## src/rtl/float13_pkg.sv

```systemverilog
// Shared definitions for the 13-bit float format (sign, 4-bit exponent, 8-bit significand)
// and the frame-max reduction state encoding.
package float13_pkg;

    localparam int unsigned FLOAT_W  = 13;
    localparam int unsigned SIGN_BIT = 12;
    localparam int unsigned EXP_MSB  = 11;
    localparam int unsigned EXP_LSB  = 8;
    localparam int unsigned SIG_MSB  = 7;
    localparam int unsigned SIG_LSB  = 0;

    typedef enum logic {
        StAccum = 1'b0,
        StHold  = 1'b1
    } frame_state_e;

endpackage

```

## src/rtl/floating_greater.sv

```systemverilog
// Strict greater-than for sign-magnitude 13-bit floats; +0 and -0 compare equal.
module floating_greater
    import float13_pkg::*;
(
    input  logic [FLOAT_W-1:0] a,
    input  logic [FLOAT_W-1:0] b,
    output logic               gt
);

    logic                a_neg;
    logic                b_neg;
    logic [SIGN_BIT-1:0] a_mag;
    logic [SIGN_BIT-1:0] b_mag;

    // Exponent sits above the significand, so the magnitude orders as a plain unsigned value.
    assign a_neg = a[SIGN_BIT];
    assign b_neg = b[SIGN_BIT];
    assign a_mag = a[EXP_MSB:SIG_LSB];
    assign b_mag = b[EXP_MSB:SIG_LSB];

    always_comb begin
        gt = 1'b0;
        if ((a_mag == '0) && (b_mag == '0)) begin
            gt = 1'b0;
        end else if (a_neg != b_neg) begin
            gt = !a_neg;
        end else if (!a_neg) begin
            gt = a_mag > b_mag;
        end else begin
            gt = a_mag < b_mag;
        end
    end

endmodule

```

## src/rtl/float_frame_max.sv

```systemverilog
// Framed running-maximum reduction over a valid/ready stream of 13-bit floats; reports the
// peak value, its position, the frame length and whether the length limit closed the frame.
module float_frame_max
    import float13_pkg::*;
#(
    parameter int unsigned IDX_W = 8
) (
    input  logic               clk,
    input  logic               reset_n,
    input  logic               in_valid,
    output logic               in_ready,
    input  logic [FLOAT_W-1:0] in_data,
    input  logic               in_last,
    output logic               out_valid,
    input  logic               out_ready,
    output logic [FLOAT_W-1:0] out_max,
    output logic [IDX_W-1:0]   out_idx,
    output logic [IDX_W:0]     out_count,
    output logic               out_trunc
);

    frame_state_e       state_q, state_d;
    logic               first_q, first_d;
    logic [FLOAT_W-1:0] max_q, max_d;
    logic [IDX_W-1:0]   idx_q, idx_d;
    logic [IDX_W:0]     count_q, count_d;
    logic               trunc_q, trunc_d;

    logic               accept;
    logic               gt;
    logic [IDX_W-1:0]   pos;
    logic               at_limit;

    floating_greater u_cmp (
        .a  (in_data),
        .b  (max_q),
        .gt (gt)
    );

    assign in_ready  = reset_n && (state_q == StAccum);
    assign accept    = in_valid && in_ready;
    // Position of the current sample; count_q never exceeds 2^IDX_W-1 while still accumulating.
    assign pos       = first_q ? '0 : count_q[IDX_W-1:0];
    assign at_limit  = (pos == {IDX_W{1'b1}});

    always_comb begin
        state_d = state_q;
        first_d = first_q;
        max_d   = max_q;
        idx_d   = idx_q;
        count_d = count_q;
        trunc_d = trunc_q;
        unique case (state_q)
            StAccum: begin
                if (accept) begin
                    first_d = 1'b0;
                    count_d = first_q ? {{IDX_W{1'b0}}, 1'b1} : count_q + {{IDX_W{1'b0}}, 1'b1};
                    if (first_q || gt) begin
                        max_d = in_data;
                        idx_d = pos;
                    end
                    trunc_d = at_limit && !in_last;
                    if (in_last || at_limit) begin
                        state_d = StHold;
                    end
                end
            end
            StHold: begin
                if (out_ready) begin
                    state_d = StAccum;
                    first_d = 1'b1;
                end
            end
        endcase
    end

    always_ff @(posedge clk) begin
        if (!reset_n) begin
            state_q <= StAccum;
            first_q <= 1'b1;
            max_q   <= '0;
            idx_q   <= '0;
            count_q <= '0;
            trunc_q <= 1'b0;
        end else begin
            state_q <= state_d;
            first_q <= first_d;
            max_q   <= max_d;
            idx_q   <= idx_d;
            count_q <= count_d;
            trunc_q <= trunc_d;
        end
    end

    assign out_valid = (state_q == StHold);
    assign out_max   = max_q;
    assign out_idx   = idx_q;
    assign out_count = count_q;
    assign out_trunc = trunc_q;

endmodule

```

## config.mk

```make
export PLATFORM = sky130hd
export DESIGN_NAME = float_frame_max
export DESIGN_NICKNAME = d
export VERILOG_FILES = /design/src/rtl/float13_pkg.sv /design/src/rtl/floating_greater.sv /design/src/rtl/float_frame_max.sv
export SDC_FILE = /design/constraint.sdc
export NUM_CORES = 1
export LEC_CHECK = 0
export BUFFER_PORTS_ARGS = -buffer_cell sky130_fd_sc_hd__buf_2
export CAP_MARGIN = 15
export CORE_UTILIZATION = 55
export DETAILED_ROUTE_END_ITERATION = 10
export HOLD_SLACK_MARGIN = 0.08
export PLACE_DENSITY_LB_ADDON = 0.05
export RECOVER_POWER = 50
export SYNTH_ARGS = -nofsm -noshare
export SYNTH_HDL_FRONTEND = slang
export SYNTH_SLANG_ARGS = --single-unit
export TNS_END_PERCENT = 30
```

## constraint.sdc

```tcl
create_clock -name clk -period 3.5 [get_ports clk]
set_input_delay 0.175 -clock clk [delete_from_list [all_inputs] [get_ports clk]]
set_output_delay 0.175 -clock clk [all_outputs]
set_load 0.01 [all_outputs]
```

# [Word-level counts from Yosys, hierarchy flattened]
# Index checks and enable logic that the tools add are counted.
[word_totals] word_cells=39 out_inout_bits=33 reg_bits=33 in_bits=18
[op_classes] n_reduce_logical=13 magnitude_cmp=2 eq_ne=4 n_mux=12 n_addsub=1 bitwise=1
[op_table] op="$logic_not A12 Y1" count=2
[op_table] op="$gt A12 B12 Y1" count=1
[op_table] op="$lt A12 B12 Y1" count=1
[op_table] op="$add A9 B1 Y9 const B" count=1
[op_table] op="$mux W9" count=1
[op_table] op="$eq A8 B8 Y1 const B" count=1
[op_table] op="$mux W1" count=8
[op_table] op="$mux W8" count=1
[op_table] op="$logic_and A1 B1 Y1" count=4
[op_table] op="$ne A2 B2 Y1 const B" count=2
[op_table] op="$pmux W1 S2" count=2
[op_table] op="$reduce_and A2 Y1" count=2
[op_table] op="$reduce_and A3 Y1" count=1
[op_table] op="$logic_not A1 Y1" count=2
[op_table] op="$logic_or A1 B1 Y1" count=2
[op_table] op="$ne A1 B1 Y1" count=1
[op_table] op="$not A1 Y1" count=1

# [Longest topological paths before layout]
# Gate-level depths: netlist of the first run.
[logic_depth] ltp_word=6 ltp_mapped=9 mapped_depth_nobuf=8

# [Modules after synthesis]
# A second synthesis of the first run with hierarchy kept.
[hier_totals] hier_cells=216 area_unflattened_um2=1835.5
[modules_own_cells] module="float_frame_max" instances=1 area_each_um2=1465.2 seq_area_each_um2=660.6 cells_each=163
[modules_own_cells] module="floating_greater" instances=1 area_each_um2=370.4 seq_area_each_um2=0.0 cells_each=53

# [Worst setup path after synthesis of the first run]
# No wires, ideal clock.
[synth_timing] kind="register to register" from="reg max_q[3] (netlist: out_max[3])" to="reg max_q[10] (netlist: out_max[10])" arrival_ps=2019 setup_time_ps=72 n_path_buf=1 path_stages_with_launch=10 setup_slack_ps=1409 required_ps=3428 synth_period_minus_slack_ps=2091 path_cell_list="dfxtp_1 -> inv_1 -> ha_1 -> a21oi_1 -> a311oi_1 -> a2111oi_2 -> o21ai_1 -> nand2_2 -> buf_6 -> mux2i_1"
[synth_via] elab_chain_cells=6 elab_cells_between_ends=9 cone_classes="order compare (2); mux (3); reduce/logical (4)"
[synth_lines] item="start, declared" line="float_frame_max.sv:24" text="logic [FLOAT_W-1:0] max_q, max_d;"
[synth_lines] item="start signal, assigned" line="float_frame_max.sv:88" text="max_q <= max_d;"
[synth_lines] item="$gt A12 B12 Y1 or $lt A12 B12 Y1 (tied branches)" line="floating_greater.sv:28, floating_greater.sv:30"
[synth_lines] item="$mux W1" line="floating_greater.sv:27" text="end else if (!a_neg) begin"
[synth_lines] item="$mux W1" line="floating_greater.sv:25" text="end else if (a_neg != b_neg) begin"
[synth_lines] item="$mux W1 (*)" line="floating_greater.sv:23" text="if ((a_mag == '0) && (b_mag == '0)) begin"
[synth_lines] item="$logic_or A1 B1 Y1 (*)" line="float_frame_max.sv:58" text="if (first_q || gt) begin"
[synth_lines] item="$reduce_and A3 Y1 (no line) (*)"
# Mark *: on every way between the ends. The rest lies on a longest branch, timed or not.
# A chain may end at the register's enable or synchronous reset.

# [Final worst setup path of the first run]
[layout_timing] from="in in_data[11]" to="reg max_q[5] (netlist: out_max[5])"
[layout_via] elab_chain_cells=6 elab_cells_between_ends=9 cone_classes="order compare (2); mux (3); reduce/logical (4)"
[layout_lines] item="start, declared" line="float_frame_max.sv:12" text="input logic [FLOAT_W-1:0] in_data,"
[layout_lines] item="$gt A12 B12 Y1 or $lt A12 B12 Y1 (tied branches)" line="floating_greater.sv:28, floating_greater.sv:30"
[layout_lines] item="$mux W1" line="floating_greater.sv:27"
[layout_lines] item="$mux W1" line="floating_greater.sv:25"
[layout_lines] item="$mux W1 (*)" line="floating_greater.sv:23"
[layout_lines] item="$logic_or A1 B1 Y1 (*)" line="float_frame_max.sv:58"
[layout_lines] item="$reduce_and A3 Y1 (no line) (*)"
# Marked as above.

==> impl_results.md, run 1 <==
- Outcome: complete, no violations
- Peak supply drop: 0.242 mV
- Die Y: 58.4 um
- EDFF count, synth: 0
- Commonest cells in the netlist: nand2_1 (38), dfxtp_1 (33), inv_1 (23)
- Setup TNS: 0 ns
- Async SR Flop Fraction: 0%
- Mean number of vias per cell: 5.18
- PD cells: 407 mW/mm^2
- I/O Pins: 51
- Post CTS Setup Buffer Count: 0
- Initial antenna violation count: 0
- Met1 usage: 27.6%
- First-pass GRT wire length: 6.30 mm
- Leak: 0.933 nW
- Crit path launch type: input port
- CTS max path bufs: 2
- Post-synthesis net count: 241
- Max Cap Violations: 0
- Gate Count Post-Synth: 210
- CTS tree: done
- Fill count: 290
- Vias: 1625
- Largest net degree at the start of global routing: 25
- Crit Path Class: in2reg
- Design area: 0.00213 mm^2
- Residual DRC: 0
- Met2 usage: 44.3%
- CTS Buf Count: 5
- Worst Skew: 0.0137 ns
- Synth top area cells: dfxtp_1 (38%), ha_1 (9.3%), nand2_1 (8.2%), mux2i_1 (6.9%), inv_1 (4.9%)
- Die width: 58.4 um
- Global placement routability congestion: 0.761
- Total track usage: 24.3%
- Yosys cell types: 37
- Met3 Resource Use GR: 6.59%
- Row count: 20
- Worst Setup End Kind: register
- Multi-input logic area: 957 um^2
- Worst Path Required: 3.78 ns
- Grt total ovfl: 0
- F_max: 417 MHz
- WL final: 3.86 mm
- Measured slew at the worst slew-check pin: 0.615 ns
- Crit Path Max Fanout: 12
- Register area share after synthesis: 37.8%
- Power Total: 0.000866 W
- Most frequent cell after synthesis: nand2_1
- Post-placement cell area: 0.00201 mm^2
- Max-slew headroom: 58.9%
- Reg clk slew, reported paths: 0.11 ns
- Area leader, netlist: dfxtp_1
- Iteration count of the initial detailed-routing pass: 4
- Tmin final: 2.40 ns
- Starting Density: 57.8%
- Synth Register Bits: 33
- Grt peak-use layer: met2
- Util after Layout: 70.3%
- Worst Hold Class: in2reg
- Die ar.: 0.00341 mm^2
- Root buffer cell: clkbuf_4
- Antenna cell count: 0
- Top cell type's share of synthesized area: 37.8%
- DRT antenna net count: 0
- Vias in the first global route: 1479
- Fin crit share: 68.5%
- Share of cells above drive strength 1: 12.2%
- Syn. warnings: 0
- Mapped cell area: 0.00175 mm^2
- Worst path arrival time: 2.68 ns
- DP HPWL: 2.75 mm
- Sequential Area: 661 um^2
- Area growth from synthesis to layout: 21.7%
- Avg Cell Area, Syn: 8.33 um^2
- Final hold viol count: 0
- Clock sink count: 33
- Routed WL per cell: 12.3 um
- Final count of negative-setup-slack endpoints: 0
- Top_reg_cell synth: dfxtp_1
- Nets@finish: 300
- Clk_lat worst skew: 0.34 ns
- Max-slew violation count: 0
- H-tree depth: 2
- PortBufs: 50
- Unrepaired setup endpoints after global routing: no
- Initial detailed-routing violation count: 66
- Core area: 0.00303 mm^2
[registers in the layout, indices dropped and copies added (netlist names)]
register and flops:
out_max 13, out_count 9, out_idx 8, first_q 1
out_trunc 1, out_valid 1
[stage by stage]
step	worst slack, ns	instances	hold slack, ns
3_3_place_gp	1.24	297	0.379
2_1_floorplan	1.41	210	0.269
4_1_cts	1.13	313	0.0811
6_report	1.10	314	0.0938
3_5_place_dp	1.22	297	0.388
5_1_grt	0.900	314	0.0820
[timing repair]
item,4_1_cts,5_1_grt
endpoints found under the hold margin,8,1
hold buffers,8,1
gates resized for setup,0,0
[area by class of cell]
| type | instances | share of cell area (%) |
|---|---|---|
| well taps | 44 | 2.59 |
| multi-input cells | 147 | 44.9 |
| flip-flops and latches | 33 | 31.0 |
| inverters | 23 | 4.05 |
| clock buffers | 7 | 3.06 |
| repair buffers | 59 | 14.1 |
| clock inverters | 1 | 0.235 |
[per-layer routing]
layer,routed length (um),part of all wire [%],vias up
li1,-,-,839
met1,1720,44,739
met2,1920,50,42
met3,181,4.7,5
met4,48,1.2,0
met5,0,0,-
[power by group]
group          leakage (nW)  internal, W  total [W]  switching [W]
Combinational         0.622    0.0000816   0.000192       0.000110
Clock                0.0413     0.000116   0.000251       0.000135
Sequential            0.269     0.000399   0.000423      0.0000241
Total                 0.933     0.000597   0.000866       0.000269
[cell families after synthesis]
kind of cell | after synthesis | share of synthesized area [%]
multiplexers | 12 | 6.87
XOR/XNOR | 4 | 2.00
AND/OR/NAND/NOR | 84 | 23.3
AO/OA/AOI/OAI | 34 | 13.2
flip-flops | 33 | 37.8
adder cells (fa/ha/maj) | 13 | 9.30
buffers and inverters | 30 | 7.51
[worst paths after layout]
check                            startpoint    endpoint  slack (ns)  cells past startpoint
worst max-delay path            in_data[11]  out_max[5]        1.10                      9
worst min-delay path             in_data[2]  out_max[2]        0.09                      3
worst max register to register   out_max[9]  out_max[5]        1.19                      8
worst min register to register    out_trunc   out_trunc        0.47                      2
[critical path, stage by stage]
cell and delay, ns:
dlygate4sd3_1 0.55, buf_2 0.14, ha_1 0.32, a21oi_1 0.15, o21ai_1 0.12, a2111oi_2 0.53, o21ai_1 0.13, nand2_2 0.33
mux2i_1 0.23
[cells in the final DEF (no fill, tap or decap), drive strengths merged]
cell type / count
a2111oi: 1
a211o: 1
a211oi: 1
a21oi: 10
a311oi: 1
and2: 3
and3: 3
and3b: 1
buf: 18
clkbuf: 39
clkinv: 1
dfxtp: 33
dlygate4sd3: 9
ha: 13
inv: 23
mux2i: 12
nand2: 39
nand2b: 1
nand3: 12
nand4: 5
nand4b: 1
nor2: 5
nor2b: 5
nor4: 6
o211a: 1
o21ai: 14
o21bai: 1
o221a: 1
o22ai: 1
o31ai: 1
o41ai: 1
or2: 1
or3: 2
xor2: 4
(Power assumes the default switching activity.)
==> inputs of run 2 (changes only) <==
- CORE_UTILIZATION: 55 -> 51
- clock period: 3.5 -> 2.4 ns (I/O delays scaled with it)
==> run 2 against run 1 <==
Hold slack better by 0.037 ns. Clock power up 16%. Sequential power up 46%. First-iteration DRC count up 23%. Non-clock buffer count up 10. Setup slack worse by 0.92 ns. Cell area up 3.7%. Combinational power up 57%. Final cell count up 3.2%. Critical endpoint is now out_idx[2]. Largest power group unchanged.
==> impl_results.md, run 2 (synthesis gave the netlist of run 1 again) <==
- Vias: 1657 (+2.0%)
- Initial antenna violation count: 0 (unchanged)
- Leak: 0.964 nW (+3.4%)
- Max Cap Violations: 0 (unchanged)
- DRT antenna net count: 0 (unchanged)
- First-pass GRT wire length: 6.10 mm (-3.2%)
- Unrepaired setup endpoints after global routing: no
- PD cells: 548 mW/mm^2 (+35%)
- Core area: 0.00315 mm^2 (+4.1%)
- Root buffer cell: clkbuf_4
- Max-slew violation count: 0 (unchanged)
- Crit Path Class: in2reg
- Die Y: 60.6 um (+3.7%)
- Worst Setup End Kind: register
- Measured slew at the worst slew-check pin: 0.498 ns (-0.117 ns)
- DP HPWL: 2.76 mm (+0.15%)
- Clk_lat worst skew: 0.33 ns (about the same)
- CTS Buf Count: 5 (unchanged)
- Tmin final: 2.22 ns
- Net Switching: 0.000378 W (+40%)
- Global placement routability congestion: 0.770 (+1.1%)
- Worst reg2reg path depth: 10 (+2)
- CTS max path bufs: 2 (unchanged)
- Outcome: complete, no violations
- Mean number of vias per cell: 5.11 (-1.2%)
- Number of flip-flops in the largest register: 13 (unchanged)
- CTS tree: done
- Peak supply drop: 0.336 mV (+39%)
- Final count of negative-setup-slack endpoints: 0 (unchanged)
- Most common cell after layout, fill and taps aside: nand2_1
- Routed WL per cell: 11.9 um (-3.4%)
- Clock sink count: 33 (unchanged)
- Share of cells above drive strength 1: 12.1% (-0.079 points)
- Switching part of the total: 31.2% (+0.14 points)
- Most frequent cells in the layout: nand2_1 (38), clkbuf_1 (36), dfxtp_1 (33), inv_1 (23), buf_2 (17)
- R2R Setup Slk: 0.21 ns (-0.98 ns)
- Total track usage: 22.3% (-2.0 points)
- Internal power: 0.000832 W (+39%)
- Hold depth: 2 (-1)
- Fin crit share: 92.5%
- Row count: 20 (unchanged)
- Initial detailed-routing violation count: 81 (+23%)
- PortBufs: 50 (unchanged)
- I/O Pins: 51 (unchanged)
- Worst path arrival time: 2.43 ns (-0.25 ns)
- Die ar.: 0.00367 mm^2 (+7.6%)
- Starting Density: 55.5% (-2.3 points)
- Sequential power share: 51.0% (+2.2 points)
- Final WS setup: 0.181 ns (-0.922 ns)
- Post CTS Setup Buffer Count: 0 (unchanged)
- Worst Skew: 0.00974 ns (-0.00398 ns)
- Final hold viol count: 0 (unchanged)
- Grt total ovfl: 0 (unchanged)
- WL final: 3.85 mm (-0.31%)
- H-tree depth: 2 (unchanged)
- Reg2Reg Capture Point: out_idx[2]
- Gate power share: 24.9% (+2.7 points)
- Die width: 60.6 um (+3.7%)
- Reg clk slew, reported paths: 0.10 ns (about the same)
- F_max: 451 MHz
- Worst Path Required: 2.61 ns (-1.17 ns)
- Residual DRC: 0 (unchanged)
- Crit path launch type: input port
- Antenna cell count: 0 (unchanged)
- Hold Path Sink: out_max[12]
- Pre-CTS setup slack: 0.175 ns (-1.05 ns)
- Vias in the first global route: 1446 (-2.2%)
- Iteration count of the initial detailed-routing pass: 4 (unchanged)
- Crit Path Max Fanout: 16 (+4)
- Largest net degree at the start of global routing: 24 (-4.0%)
- Max-slew headroom: 66.8% (+7.9 points)
- Nets@finish: 310 (+3.3%)
- Setup TNS: 0 ns (unchanged)
- RR Startpoint: out_max[11]
- Worst Hold Class: in2reg
- Area growth from synthesis to layout: 26.3%
- Clock share of power: 24.1% (-4.9 points)
- Hold path startpoint: in_data[12]
-- run 2: cell types whose count changed in the layout (fill, tap and decap cells not counted), sizes merged --
cell         before  now
buf              18   21
clkinv            1    0
dlygate4sd3       9   15
clkbuf           39   41
-- run 2: critical path: stages --
cell and delay, ns:
dlygate4sd3_1 0.53, buf_2 0.14, ha_1 0.33, a21oi_1 0.20, a311oi_2 0.15, a2111oi_2 0.36
buf_4 0.19, a211oi_4 0.04, buf_4 0.19, nand3_1 0.08, o21ai_0 0.09
-- run 2: per-stage QoR --
| stage | cell area [um^2] | cells | total power (W) | hold slack, ns | utilization, % |
|---|---|---|---|---|---|
| after floorplan | 1750 | 210 | 0.000822 | 0.214 | - |
| after global placement | 2040 | 301 | 0.000911 | 0.321 | 64.7 |
| after detailed placement | 2040 | 301 | 0.000916 | 0.323 | 64.7 |
| after CTS | 2240 | 324 | 0.00123 | 0.113 | 71.0 |
| after global routing | 2210 | 324 | 0.00129 | 0.121 | 70.0 |
| final | 2210 | 324 | 0.00121 | 0.131 | 70.0 |
-- run 2: final cells by class --
cell class | instances | area [um^2]
clock buffer | 8 | 48.8
fill | 308 | 945
inverter | 23 | 86.3
multi-input combinational | 147 | 968
sequential | 33 | 661
tap | 44 | 55.1
timing repair buffer | 69 | 389
-- run 2: how the worst max path moves through the flow --
stage | startpoint | to | slack (ns) | cells after the start
floorplan | out_max[3] | out_max[10] | 0.31 | 9
finish | in_data[3] | out_idx[2] | 0.18 | 11
CTS | out_max[11] | out_idx[2] | 0.15 | 10
global route | out_max[7] | out_idx[2] | 0.01 | 10
detailed placement | out_max[11] | out_max[6] | 0.17 | 8
global placement | out_max[3] | out_max[11] | 0.26 | 8
-- run 2: repair_timing --
item / 4_1_cts / 5_1_grt
hold buffers: 15 / 0
setup endpoints to repair: 0 / 6
hold endpoints to repair: 15 / 0
resized for setup: 0 / 2
-- run 2: power groups by stage --
| stage | sequential [W] | clock (W) | combinational [W] |
|---|---|---|---|
| 3_3_place_gp | 0.000627 | 0 | 0.000284 |
| 3_5_place_dp | 0.000629 | 0 | 0.000287 |
| 4_1_cts | 0.000616 | 0.000307 | 0.000306 |
| 6_report | 0.000617 | 0.000292 | 0.000301 |
| 5_1_grt | 0.000625 | 0.000325 | 0.000340 |
| 2_1_floorplan | 0.000638 | 0 | 0.000183 |
-- run 2: layer usage --
layer / share of wire [%] / vias up / routed length, um / global-route usage [%]
li1: - / 860 / - / -
met1: 46 / 753 / 1780 / 26.2
met2: 49 / 38 / 1880 / 39.4
met3: 4.0 / 6 / 153 / 5.12
met4: 0.99 / 0 / 38 / 8.77
met5: 0 / - / 0 / 0
